[src/rtl/key_rect_painter.sv]
// key_rect_painter: queued rectangle-fill engine streaming one pixel per cycle to a VGA plot port.
// Define KEY_RECT_BORDER_EN to draw each key with a colour-0 outline.
module key_rect_painter #(
  parameter int NUM_KEYS   = 12,
  parameter int KEY_W      = 20,
  parameter int KEY_H      = 40,
  parameter int X_ORIGIN   = 40,
  parameter int Y_ORIGIN   = 160,
  parameter int X_W        = 9,
  parameter int Y_W        = 8,
  parameter int COLOUR_W   = 3,
  parameter int FIFO_DEPTH = 4,
  localparam int KW        = $clog2(NUM_KEYS + 1)
) (
  input  logic                iClock,
  input  logic                iResetn,
  input  logic                iReqValid,
  input  logic [KW-1:0]       iReqKey,
  input  logic [COLOUR_W-1:0] iReqColour,
  output logic                oReqReady,
  output logic [X_W-1:0]      oX,
  output logic [Y_W-1:0]      oY,
  output logic [COLOUR_W-1:0] oColour,
  output logic                oPlot,
  output logic                oBusy,
  output logic                oDone,
  output logic                oDrop
);
  localparam int AW = $clog2(FIFO_DEPTH);
  localparam int CW = $clog2(KEY_W + 1);
  localparam int RW = $clog2(KEY_H + 1);
  localparam int XI = X_W + 2;
  typedef enum logic [1:0] {IDLE, LOAD, DRAW, DONE} state_t;
  state_t state, state_n;
  logic [KW+COLOUR_W-1:0] mem [FIFO_DEPTH];
  logic [AW-1:0] wp, rp;
  logic [AW:0] count;
  logic [KW-1:0] key_q;
  logic [COLOUR_W-1:0] colour_q, pix_colour;
  logic [XI-1:0] base_x, x_full;
  logic [CW-1:0] col, col_n;
  logic [RW-1:0] row, row_n;
  logic push, pop, last_col, last_px, bad_key;
  assign oReqReady = count != (AW+1)'(FIFO_DEPTH);
  assign push = iReqValid && oReqReady;
  assign pop = state == IDLE && count != '0;
  assign oBusy = state != IDLE || count != '0;
  assign last_col = col == CW'(KEY_W - 1);
  assign last_px = last_col && row == RW'(KEY_H - 1);
  assign bad_key = key_q >= KW'(NUM_KEYS);
  assign x_full = base_x + XI'(col);
`ifdef KEY_RECT_BORDER_EN
  assign pix_colour = (col == '0 || last_col || row == '0 || row == RW'(KEY_H - 1)) ? '0 : colour_q;
`else
  assign pix_colour = colour_q;
`endif
  always_comb begin
    state_n = state;
    col_n = col;
    row_n = row;
    case (state)
      IDLE: state_n = pop ? LOAD : IDLE;
      LOAD: begin
        state_n = bad_key ? IDLE : DRAW;
        col_n = '0;
        row_n = '0;
      end
      DRAW: begin
        state_n = last_px ? DONE : DRAW;
        col_n = last_col ? '0 : col + 1'b1;
        row_n = last_col ? row + 1'b1 : row;
      end
      default: state_n = IDLE;
    endcase
  end
  always_ff @(posedge iClock or negedge iResetn)
    if (!iResetn) state <= IDLE;
    else state <= state_n;
  always_ff @(posedge iClock)
    if (push) mem[wp] <= {iReqKey, iReqColour};
  always_ff @(posedge iClock or negedge iResetn)
    if (!iResetn) begin
      wp <= '0;
      rp <= '0;
      count <= '0;
      col <= '0;
      row <= '0;
      key_q <= '0;
      colour_q <= '0;
      base_x <= '0;
      oX <= '0;
      oY <= '0;
      oColour <= '0;
      oPlot <= 1'b0;
      oDone <= 1'b0;
      oDrop <= 1'b0;
    end else begin
      wp <= wp + AW'(push);
      rp <= rp + AW'(pop);
      count <= count + (AW+1)'(push) - (AW+1)'(pop);
      col <= col_n;
      row <= row_n;
      if (pop) {key_q, colour_q} <= mem[rp];
      if (state == LOAD) base_x <= XI'(X_ORIGIN) + XI'(key_q) * XI'(KEY_W);
      oPlot <= state == DRAW;
      oDone <= state == DONE;
      oDrop <= state == LOAD && bad_key;
      if (state == DRAW) begin
        oX <= x_full[X_W-1:0];
        oY <= Y_W'(Y_ORIGIN) + Y_W'(row);
        oColour <= pix_colour;
      end
    end
endmodule

[config.mk]
export PLATFORM = sky130hd
export DESIGN_NAME = key_rect_painter
export DESIGN_NICKNAME = d
export VERILOG_FILES = /design/src/rtl/key_rect_painter.sv
export SDC_FILE = /design/constraint.sdc
export NUM_CORES = 1
export LEC_CHECK = 0
export BUFFER_PORTS_ARGS = -buffer_cell sky130_fd_sc_hd__buf_2
export CORE_UTILIZATION = 25
export DETAILED_ROUTE_END_ITERATION = 8
export MAX_ROUTING_LAYER = met4
export PLACE_DENSITY = 0.38
export SLEW_MARGIN = 25
export SYNTH_ARGS = -nofsm -noshare
export SYNTH_HDL_FRONTEND = slang
export SYNTH_SLANG_ARGS = --single-unit
[constraint.sdc]
create_clock -name iClock -period 6.08 [get_ports iClock]
set_input_delay 0.608 -clock iClock [delete_from_list [all_inputs] [get_ports iClock]]
set_output_delay 0.608 -clock iClock [all_outputs]
set_load 0.005 [all_outputs]
==> results.py, run 1 <==
metrics = {
    "clocking": {
        "clkTransAtPathRegs_ps": 60,
        "clkLatencyLatePin_ps": 340,
        "clock_path_buffers": 2,
        "cts_buffers": 9,
        "cts_tree": "built",
        "cts-hold-fix-buffers": 0,
        "clock_tree.htree_level_count": 3,
        "cts_resized": 0,
        "clock-root-buffer": "clkbuf_16",
        "cts_sinks": 85,
        "postCtsSetupBuffers": 0,
    },
    "floorplanning": {
        "rows": 44,
        "core_sq_um": 14600,
        "initial_core_util_pct": 25.7,
        "fp.dieW_um": 124,
        "die_area_sq_um": 15500,
        "die_h_um": 124,
        "ios": 35,
    },
    "detailed_routing": {
        "wirelength_um": 6840,
        "viasPerCell": 4.26,
        "drc_errors": 0,
        "first_pass_iters": 5,
        "ant_nets": 0,
        "initialDrtViolationCount": 92,
        "routed-via-count": 2102,
        "wl_per_cell_um": 13.8,
    },
    "placement": {
        "place_hpwl_um": 4470,
        "port_buffers": 34,
        "dpl_cell_area_sq_um": 4140,
        "pre_cts_ws_ps": 3600,
        "placed_cells": 478,
        "gp_congestion": 0.658,
    },
    "sta": {
        "finalSetupTns_ps": 0,
        "fmax_mhz": 410,
        "finClkSkew_ps": 5.70,
        "hold_viol": 0,
        "rsz0062_at_grt": "false",
        "setup_viol": 0,
        "slew_headroom_pct": 50.1,
        "fin_ws_ps": 3640,
        "fin_crit_sh_pct": 40.1,
        "drv_slew": 0,
        "post-route-min-period_ps": 2440,
        "worst_pin_slew_ps": 749,
    },
    "worst_setup_path": {
        "crit_type": "reg -> reg",
        "r2r_slack_ps": 3640,
        "critical_path.startpoint": "count[1]$_DFF_PN0_",
        "endpoint": "count[2]$_DFF_PN0_",
        "timing.rr.end": "count[2]$_DFF_PN0_",
        "path_max_fanout": 9,
        "crit_path_end_kind": "flop",
        "worst-r2r-cell-count": 9,
        "cp.required_ps": 6350,
        "timing.rr.start": "count[1]$_DFF_PN0_",
        "cp.arrival_ps": 2710,
        "start_kind": "flop",
    },
    "grt": {
        "antenna_found_initial": 0,
        "grt_pass1_vias": 2166,
        "groute.usage.overall_pct": 10.1,
        "grt_max_degree": 58,
        "overflow": 0,
        "grt_pass1_wl_um": 11400,
    },
    "layout": {
        "final_cells": 494,
        "final_area_sq_um": 4430,
        "areaGrowthSynthToFinish_pct": 18.1,
        "drive_gt1_share_pct": 28.7,
        "diodes": 0,
        "nNetsFinal": 337,
    },
    "yosys": {
        "synth_cell_type_count": 37,
        "synthesis.nets": 296,
        "syn_area_sq_um": 3750,
        "synthTopCellsByArea": "dfrtp_1, edfxtp_1, mux2_2, ha_1, mux4_2",
        "yosysWarnings": 0,
        "synth_top_area_cell": "dfrtp_1",
        "synth_top_area_share_pct": 38.1,
        "syn_area_per_cell_sq_um": 14.2,
        "synthCells": 264,
        "yosys_register_bits": 85,
        "ys_seq_area_share_pct": 60.5,
    },
    "power_and_ir_drop": {
        "clkPwrFrac_pct": 24.0,
        "powerDensity_nw_per_um2": 504,
        "combPwrFrac_pct": 34.7,
        "vdd_drop_max_uv": 163,
        "seqPwrFrac_pct": 41.3,
        "p_leak_nw": 1.86,
        "p_sw_uw": 736,
        "switching_share_pct": 33.0,
        "p_total_mw": 2.23,
        "internal-power_mw": 1.50,
    },
    "status": {
        "outcome": "completed",
    },
    "min_path": {
        "hold_class": "in -> async",
    },
    "run": {
        "drv_cap": 0,
    },
}
## synth_stat cells (all sizes together)
| library cell | instances |
|---|---|
| dfrtp | 57 |
| edfxtp | 28 |
| mux2 | 26 |
| ha | 19 |
| inv | 14 |
| nand2 | 12 |
| a21oi | 11 |
| o21ai | 11 |
| xnor2 | 9 |
| nor2 | 8 |
| mux4 | 7 |
| nand3 | 7 |
| xor2 | 7 |
| o22ai | 6 |
| clkbuf | 5 |
| and3 | 4 |
| buf | 4 |
| fa | 3 |
| mux2i | 3 |
| nand3b | 3 |
| nand4 | 3 |
| nor3b | 3 |
| nand4b | 2 |
| a21o | 1 |
| a22oi | 1 |
| a31oi | 1 |
| and4b | 1 |
| and4bb | 1 |
| clkinv | 1 |
| nand2b | 1 |
| nor2b | 1 |
| nor3 | 1 |
| o21bai | 1 |
| o31ai | 1 |
| or2 | 1 |
## placed cells by master, fill, tap and decap left out, types with 2 or more instances in the layout
cell type,synthesis,final
inv_1,14,14
dfrtp_1,57,57
and3_1,3,3
a21oi_1,11,11
nand4_1,3,3
ha_1,19,19
clkbuf_1,5,3
clkbuf_16,0,9
edfxtp_1,28,28
xor2_1,7,7
nor3b_1,3,3
mux4_2,7,7
nor2_1,8,8
o22ai_1,6,6
xnor2_1,9,9
fa_1,3,3
nand2_1,12,12
clkinvlp_4,0,2
nand3b_1,3,3
mux2_2,26,26
mux2i_1,3,3
buf_2,3,34
buf_4,0,5
nand3_1,7,7
o21ai_0,11,11
nand4b_1,2,2
## power groups by stage
stage | sequential (mW) | clock (mW) | combinational, mW
final | 0.923 | 0.535 | 0.776
after global routing | 0.954 | 0.581 | 0.887
after CTS | 0.929 | 0.562 | 0.799
after detailed placement | 0.940 | 0 | 0.791
after global placement | 0.937 | 0 | 0.789
after floorplan | 0.886 | 0 | 0.604
## kinds of logic after synthesis
kind of cell,share of synthesized area (%)
and+or+nand+nor,7.04
muxes,12.8
AOI/OAI and AO/OA,5.27
adders and majority gates,7.94
buffers and inverters,2.70
xor gates and xnor gates,3.74
DFF,60.5
## registers in the layout, summed over array words and instances, names as in the netlist
name,count
row,6
oX,9
colour_q,3
base_x,7
oDone,1
wp,2
count,3
oY,8
oColour,3
key_q,4
rp,2
mem,28
oDrop,1
col,5
state,2
oPlot,1
## metrics by stage
step / hold slack [ps] / utilization (%)
floorplan: 312 / -
global placement: 445 / 28.4
detailed placement: 451 / 28.4
CTS: 458 / 30.4
global route: 473 / 30.4
finish: 428 / 30.4
## layer usage
metal  track usage (%)  wire length, um  part of all wire [%]
met1              12.4             3240                    47
met2              14.7             3180                    47
met3              4.17              325                   4.8
met4              3.83               90                   1.3
met5                 -                0                     0
## critical path: stages, from the launching register on
cell and delay (ps):
dfrtp_1 450, o31ai_4 540, inv_1 130, ha_1 310, inv_1 50, ha_1 120
inv_1 50, fa_1 370, xnor2_1 190, xnor2_1 140
## worst min path at each step
stage / end / cells after the start
after CTS: col[3]$_DFFE_PN0P_ / 2
after global routing: mem[2][1]$_DFFE_PP_ / 1
final: key_q[3]$_DFFE_PN0P_ / 2
after global placement: oY[7]$_DFFE_PN0P_ / 1
after detailed placement: oY[7]$_DFFE_PN0P_ / 1
after floorplan: base_x[2]$_DFFE_PN0P_ / 0
## final cells by class
cell class	instances	area, sq um
clock buffer	12	236
clock inverter	4	50.0
fill	1472	10200
inverter	15	56.3
multi-input combinational	155	1380
sequential	85	2270
tap	184	230
timing repair buffer	39	208
No activity file was read; power rests on OpenSTA's default activity.
==> run 2: changes to the inputs <==
--- a/config.mk
+++ b/config.mk
@@ -9,7 +9,7 @@
 export CORE_UTILIZATION = 25
 export DETAILED_ROUTE_END_ITERATION = 8
 export MAX_ROUTING_LAYER = met4
-export PLACE_DENSITY = 0.38
+export PLACE_DENSITY = 0.4
 export SLEW_MARGIN = 25
 export SYNTH_ARGS = -nofsm -noshare
 export SYNTH_HDL_FRONTEND = slang
==> constraint.sdc (replaced) <==
create_clock -name iClock -period 2.1 [get_ports iClock]
set_input_delay 0.21 -clock iClock [delete_from_list [all_inputs] [get_ports iClock]]
set_output_delay 0.21 -clock iClock [all_outputs]
set_load 0.005 [all_outputs]
==> results.py, run 2 (same netlist as run 1, synthesis figures left out) <==
metrics = {
    "layout": {
        "final_common_cell": "dfrtp_1",
        "top_regs": "mem: 28 flops, oX: 9 flops, oY: 8 flops",
        "largest_register_ffs": 28,
        "drive_gt1_share_pct": 36.3,
        "final_cell_mix": "dfrtp_1, buf_2, edfxtp_1, mux2_2, buf_4",
        "nNetsFinal": 352,
        "areaGrowthSynthToFinish_pct": 23.5,
        "final_cells": 509,
        "diodes": 0,
        "top_register": "mem",
        "final_area_sq_um": 4630,
    },
    "floorplanning": {
        "ios": 35,
        "initial_core_util_pct": 25.7,
        "die_h_um": 124,
        "rows": 44,
        "core_sq_um": 14600,
        "fp.dieW_um": 124,
        "die_area_sq_um": 15500,
    },
    "power_and_ir_drop": {
        "p_sw_mw": 2.27,
        "switching_share_pct": 32.9,
        "powerDensity_nw_per_um2": 1490,
        "p_leak_nw": 1.94,
        "seqPwrFrac_pct": 38.2,
        "clkPwrFrac_pct": 22.2,
        "vdd_drop_max_uv": 509,
        "combPwrFrac_pct": 39.7,
        "internal-power_mw": 4.62,
    },
    "sta": {
        "worst_pin_slew_ps": 510,
        "fmax_mhz": 500,
        "hold_viol": 0,
        "post-route-min-period_ps": 2000,
        "rsz0062_at_grt": "true",
        "hold_ws_ps": 88.5,
        "slew_headroom_pct": 66.0,
        "drv_slew": 0,
        "setup_viol": 0,
        "fin_crit_sh_pct": 95.3,
        "finalSetupTns_ps": 0,
        "finClkSkew_ps": 5.97,
    },
    "grt": {
        "groute.usage.overall_pct": 10.3,
        "overflow": 0,
        "grt_pass1_wl_um": 11900,
        "antenna_found_initial": 0,
        "grt_max_degree": 58,
        "grt_pass1_vias": 2328,
    },
    "clocking": {
        "clkLatencyLatePin_ps": 340,
        "clock_path_buffers": 2,
        "cts_tree": "built",
        "clock-root-buffer": "clkbuf_16",
        "clkTransAtPathRegs_ps": 60,
        "clock_tree.htree_level_count": 3,
        "cts_sinks": 85,
        "cts_buffers": 9,
    },
    "worst_setup_path": {
        "path_max_fanout": 4,
        "crit_chain": "ha_4 -> ha_4 -> fa_2 -> buf_4 -> and4b_1 -> o21ai_0 -> a31oi_1",
        "cp.arrival_ps": 2260,
        "cp_top_family": "adder cells",
        "crit_path_max_incr_delay_ps": 560,
        "cpMostUsedCell": "ha_4",
        "cp_num_buf_inv": 1,
        "start_kind": "flop",
        "crit_path_end_kind": "flop",
        "crit_type": "reg -> reg",
        "cp.required_ps": 2360,
        "cpMaxStageDelayCell": "fa_2",
    },
    "detailed_routing": {
        "wl_per_cell_um": 14.0,
        "ant_nets": 0,
        "routed-via-count": 2204,
        "viasPerCell": 4.33,
        "first_pass_iters": 4,
        "initialDrtViolationCount": 61,
        "wirelength_um": 7120,
        "drc_errors": 0,
    },
    "placement": {
        "port_buffers": 34,
        "dpl_cell_area_sq_um": 4260,
        "place_hpwl_um": 4770,
        "placed_cells": 490,
        "gp_congestion": 0.674,
    },
    "min_path": {
        "hold_class": "in -> reg",
    },
    "run": {
        "drv_cap": 0,
    },
    "status": {
        "outcome": "completed",
    },
}
run 2: changes by cell type in the layout (fill, tap and decap cells not counted), moves of 2 or more:
cell / delta
inv_1: -3
ha_1: -3
nand2_1: -2
inv_2: +3
fa_1: -2
buf_12: +2
fa_2: +2
nand2_2: +2
clkbuf_1: -2
buf_4: +12
ha_4: +3
run 2: repair_timing:
action	in CTS	in global routing
gates cloned	0	0
endpoints found under the setup margin	1	5
gates resized for setup	2	13
hold buffers	1	0
hold endpoints to repair	57	0
pin swaps	1	3
buffers inserted	1	1
run 2: layout make-up:
class	count	area, sq um
fill	1426	9960
sequential	85	2270
multi-input combinational	155	1440
tap	184	230
clock inverter	5	33.8
clock buffer	11	254
timing repair buffer	54	348
inverter	15	56.3
run 2: worst paths after layout:
check	start	to	slack, ps	cells past startpoint
worst max-delay path	key_q[1]$_DFFE_PN0P_	base_x[8]$_DFFE_PN0P_	100	7
worst min-delay path	iReqKey[3]	mem[0][6]$_DFFE_PP_	90	1
worst max register to register	key_q[1]$_DFFE_PN0P_	base_x[8]$_DFFE_PN0P_	100	7
worst min register to register	oY[7]$_DFFE_PN0P_	oY[7]$_DFFE_PN0P_	470	1
max in group asynchronous	iResetn	count[1]$_DFF_PN0_	1430	3
min in group asynchronous	iResetn	oX[8]$_DFFE_PN0P_	410	3
run 2: power by group through the flow:
stage | Combinational (mW) | Sequential, mW | Clock [mW]
6_report | 2.73 | 2.63 | 1.53
5_1_grt | 3.09 | 2.71 | 1.65
4_1_cts | 2.61 | 2.63 | 1.59
3_5_place_dp | 2.55 | 2.66 | 0
3_3_place_gp | 2.52 | 2.64 | 0
2_1_floorplan | 1.75 | 2.57 | 0
run 2: per-stage QoR:
| step | util (%) | setup WS (ps) | total power, mW |
|---|---|---|---|
| 6_report | 31.7 | 98.8 | 6.89 |
| 5_1_grt | 31.7 | -10.3 | 7.46 |
| 4_1_cts | 31.3 | 8.47 | 6.84 |
| 3_5_place_dp | 29.2 | -18.8 | 5.22 |
| 3_3_place_gp | 29.2 | 17.5 | 5.17 |
| 2_1_floorplan | - | -36.2 | 4.32 |
run 2: routing by layer:
metal	routed length (um)	GRT usage, %	share of wire, %
met1	3270	11.9	46
met2	3470	16.2	49
met3	254	3.69	3.6
met4	127	4.25	1.8
met5	0	-	0
==> run 3: changes to the inputs <==
--- a/config.mk
+++ b/config.mk
@@ -5,11 +5,11 @@
 export SDC_FILE = /design/constraint.sdc
 export NUM_CORES = 1
 export LEC_CHECK = 0
-export BUFFER_PORTS_ARGS = -buffer_cell sky130_fd_sc_hd__buf_2
 export CORE_UTILIZATION = 25
 export DETAILED_ROUTE_END_ITERATION = 8
+export DONT_BUFFER_PORTS = 1
 export MAX_ROUTING_LAYER = met4
-export PLACE_DENSITY = 0.4
+export PLACE_DENSITY = 0.38
 export SLEW_MARGIN = 25
 export SYNTH_ARGS = -nofsm -noshare
 export SYNTH_HDL_FRONTEND = slang
==> results.py, run 3 (same netlist as run 1, synthesis figures left out) <==
metrics = {
    "placement": {
        "pre_cts_ws_ps": -1.96,
        "place_hpwl_um": 4750,
        "dpl_cell_area_sq_um": 4080,
        "port_buffers": 0,
        "gp_congestion": 0.689,
    },
    "layout": {
        "top_regs": "mem: 28 flops, oX: 9 flops, oY: 8 flops",
        "areaGrowthSynthToFinish_pct": 20.1,
        "final_cell_mix": "dfrtp_1, edfxtp_1, mux2_2, buf_4, ha_1",
        "final_area_sq_um": 4500,
        "diodes": 0,
        "nNetsFinal": 326,
        "final_common_cell": "dfrtp_1",
        "top_register": "mem",
        "largest_register_ffs": 28,
        "drive_gt1_share_pct": 27.1,
    },
    "grt": {
        "grt_max_degree": 58,
        "met2_usage_pct": 15.9,
        "use_met1_pct": 11.5,
        "top_usage_layer": "met2",
        "overflow": 0,
        "grtUsageMet3_pct": 3.78,
        "grt_pass1_vias": 2171,
        "groute.usage.overall_pct": 10.1,
        "antenna_found_initial": 0,
        "grt_pass1_wl_um": 11500,
    },
    "detailed_routing": {
        "initialDrtViolationCount": 72,
        "ant_nets": 0,
        "viasPerCell": 4.35,
        "wl_per_cell_um": 14.4,
        "routed-via-count": 2103,
        "first_pass_iters": 4,
        "drc_errors": 0,
        "wirelength_um": 6980,
    },
    "floorplanning": {
        "fp.dieW_um": 124,
        "ios": 35,
        "core_sq_um": 14600,
        "die_area_sq_um": 15500,
        "rows": 44,
        "die_h_um": 124,
        "initial_core_util_pct": 25.7,
    },
    "sta": {
        "slew_headroom_pct": 65.1,
        "rsz0062_at_grt": "true",
        "setup_viol": 0,
        "fmax_mhz": 492,
        "fin_crit_sh_pct": 96.8,
        "hold_viol": 0,
        "worst_pin_slew_ps": 524,
        "finClkSkew_ps": 8.57,
        "fin_ws_ps": 68.2,
        "drv_slew": 0,
        "post-route-min-period_ps": 2030,
    },
    "worst_setup_path": {
        "start_kind": "flop",
        "r2r_slack_ps": 70,
        "crit_path_end_kind": "flop",
        "cp.required_ps": 2330,
        "cp.arrival_ps": 2260,
        "crit_type": "reg -> reg",
        "timing.rr.start": "key_q[1]$_DFFE_PN0P_",
        "critical_path.startpoint": "key_q[1]$_DFFE_PN0P_",
        "path_max_fanout": 3,
    },
    "clocking": {
        "clock-root-buffer": "clkbuf_16",
        "clock_path_buffers": 2,
        "clock_tree.htree_level_count": 3,
        "cts_sinks": 85,
        "cts_buffers": 9,
        "clkTransAtPathRegs_ps": 60,
        "cts_tree": "built",
        "clkLatencyLatePin_ps": 340,
    },
    "power_and_ir_drop": {
        "vdd_drop_max_uv": 558,
        "p_leak_nw": 1.83,
        "internal-power_mw": 4.43,
        "seqPwrFrac_pct": 40.1,
        "powerDensity_nw_per_um2": 1480,
        "p_sw_mw": 2.21,
        "switching_share_pct": 33.3,
        "clkPwrFrac_pct": 22.0,
        "combPwrFrac_pct": 37.9,
    },
    "status": {
        "outcome": "completed",
    },
    "min_path": {
        "hold_class": "in -> reg",
        "min-delay-start": "iReqValid",
    },
    "run": {
        "drv_cap": 0,
    },
}
==> run 3: changes by cell type in the layout (fill, tap and decap cells not counted), moves of 2 or more <==
cell,delta
inv_1,+2
buf_2,-34
ha_4,-2
nand2_1,+2
inv_2,-2
inv_6,+2
nand2_2,-2
dlygate4sd3_1,+7
==> run 3: stage by stage <==
stage	std cells	power (mW)	TNS [ps]	hold WS (ps)	utilization, %
3_3_place_gp	457	5.04	0	-83.4	28.0
5_1_grt	483	7.17	-30.3	322	30.9
6_report	483	6.64	0	291	30.9
2_1_floorplan	264	4.32	-36.2	-85.6	-
4_1_cts	482	6.66	0	288	30.6
3_5_place_dp	457	5.08	-1.96	-83.6	28.0
==> run 3: layer usage <==
layer / vias to the layer above / share of wire (%)
met5: - / 0
li1: 1015 / -
met3: 12 / 3.3
met1: 1042 / 46
met4: 0 / 1.9
met2: 34 / 49
==> run 3: final cells by class <==
class,instances,area (sq um)
Fill cell,1460,10100
Sequential cell,85,2270
Multi-Input combinational cell,155,1410
Timing Repair Buffer,28,263
Tap cell,184,230
Clock buffer,9,225
Inverter,15,56.3
Clock inverter,7,47.5
==> run 3: what timing repair did <==
item	CTS	global route
buffers inserted	0	1
hold endpoints to repair	85	0
pin swaps	0	3
endpoints found under the setup margin	1	3
hold buffers	9	0
resized for setup	1	10
cloned	0	0
==> run 3: worst max-delay path: stages (launching register included) <==
cell     delay (ps)
dfrtp_1         380
ha_1            300
ha_2            200
fa_2            480
buf_4           160
xor2_1          150
mux2_2          260
==> run 3: worst paths after layout <==
path                                          to  cells after the start
setup / recovery           base_x[6]$_DFFE_PN0P_                      6
hold / removal                   wp[0]$_DFF_PN0_                      4
setup reg to reg           base_x[6]$_DFFE_PN0P_                      6
hold reg to reg                oY[7]$_DFFE_PN0P_                      1
max in group asynchronous     count[1]$_DFF_PN0_                      2
min in group asynchronous      oX[6]$_DFFE_PN0P_                      2
==> run 3: power groups by stage <==
stage	clock (mW)	combinational, mW	sequential (mW)
6_report	1.46	2.52	2.66
2_1_floorplan	0	1.75	2.57
3_3_place_gp	0	2.35	2.69
5_1_grt	1.61	2.81	2.75
4_1_cts	1.53	2.45	2.68
3_5_place_dp	0	2.38	2.71
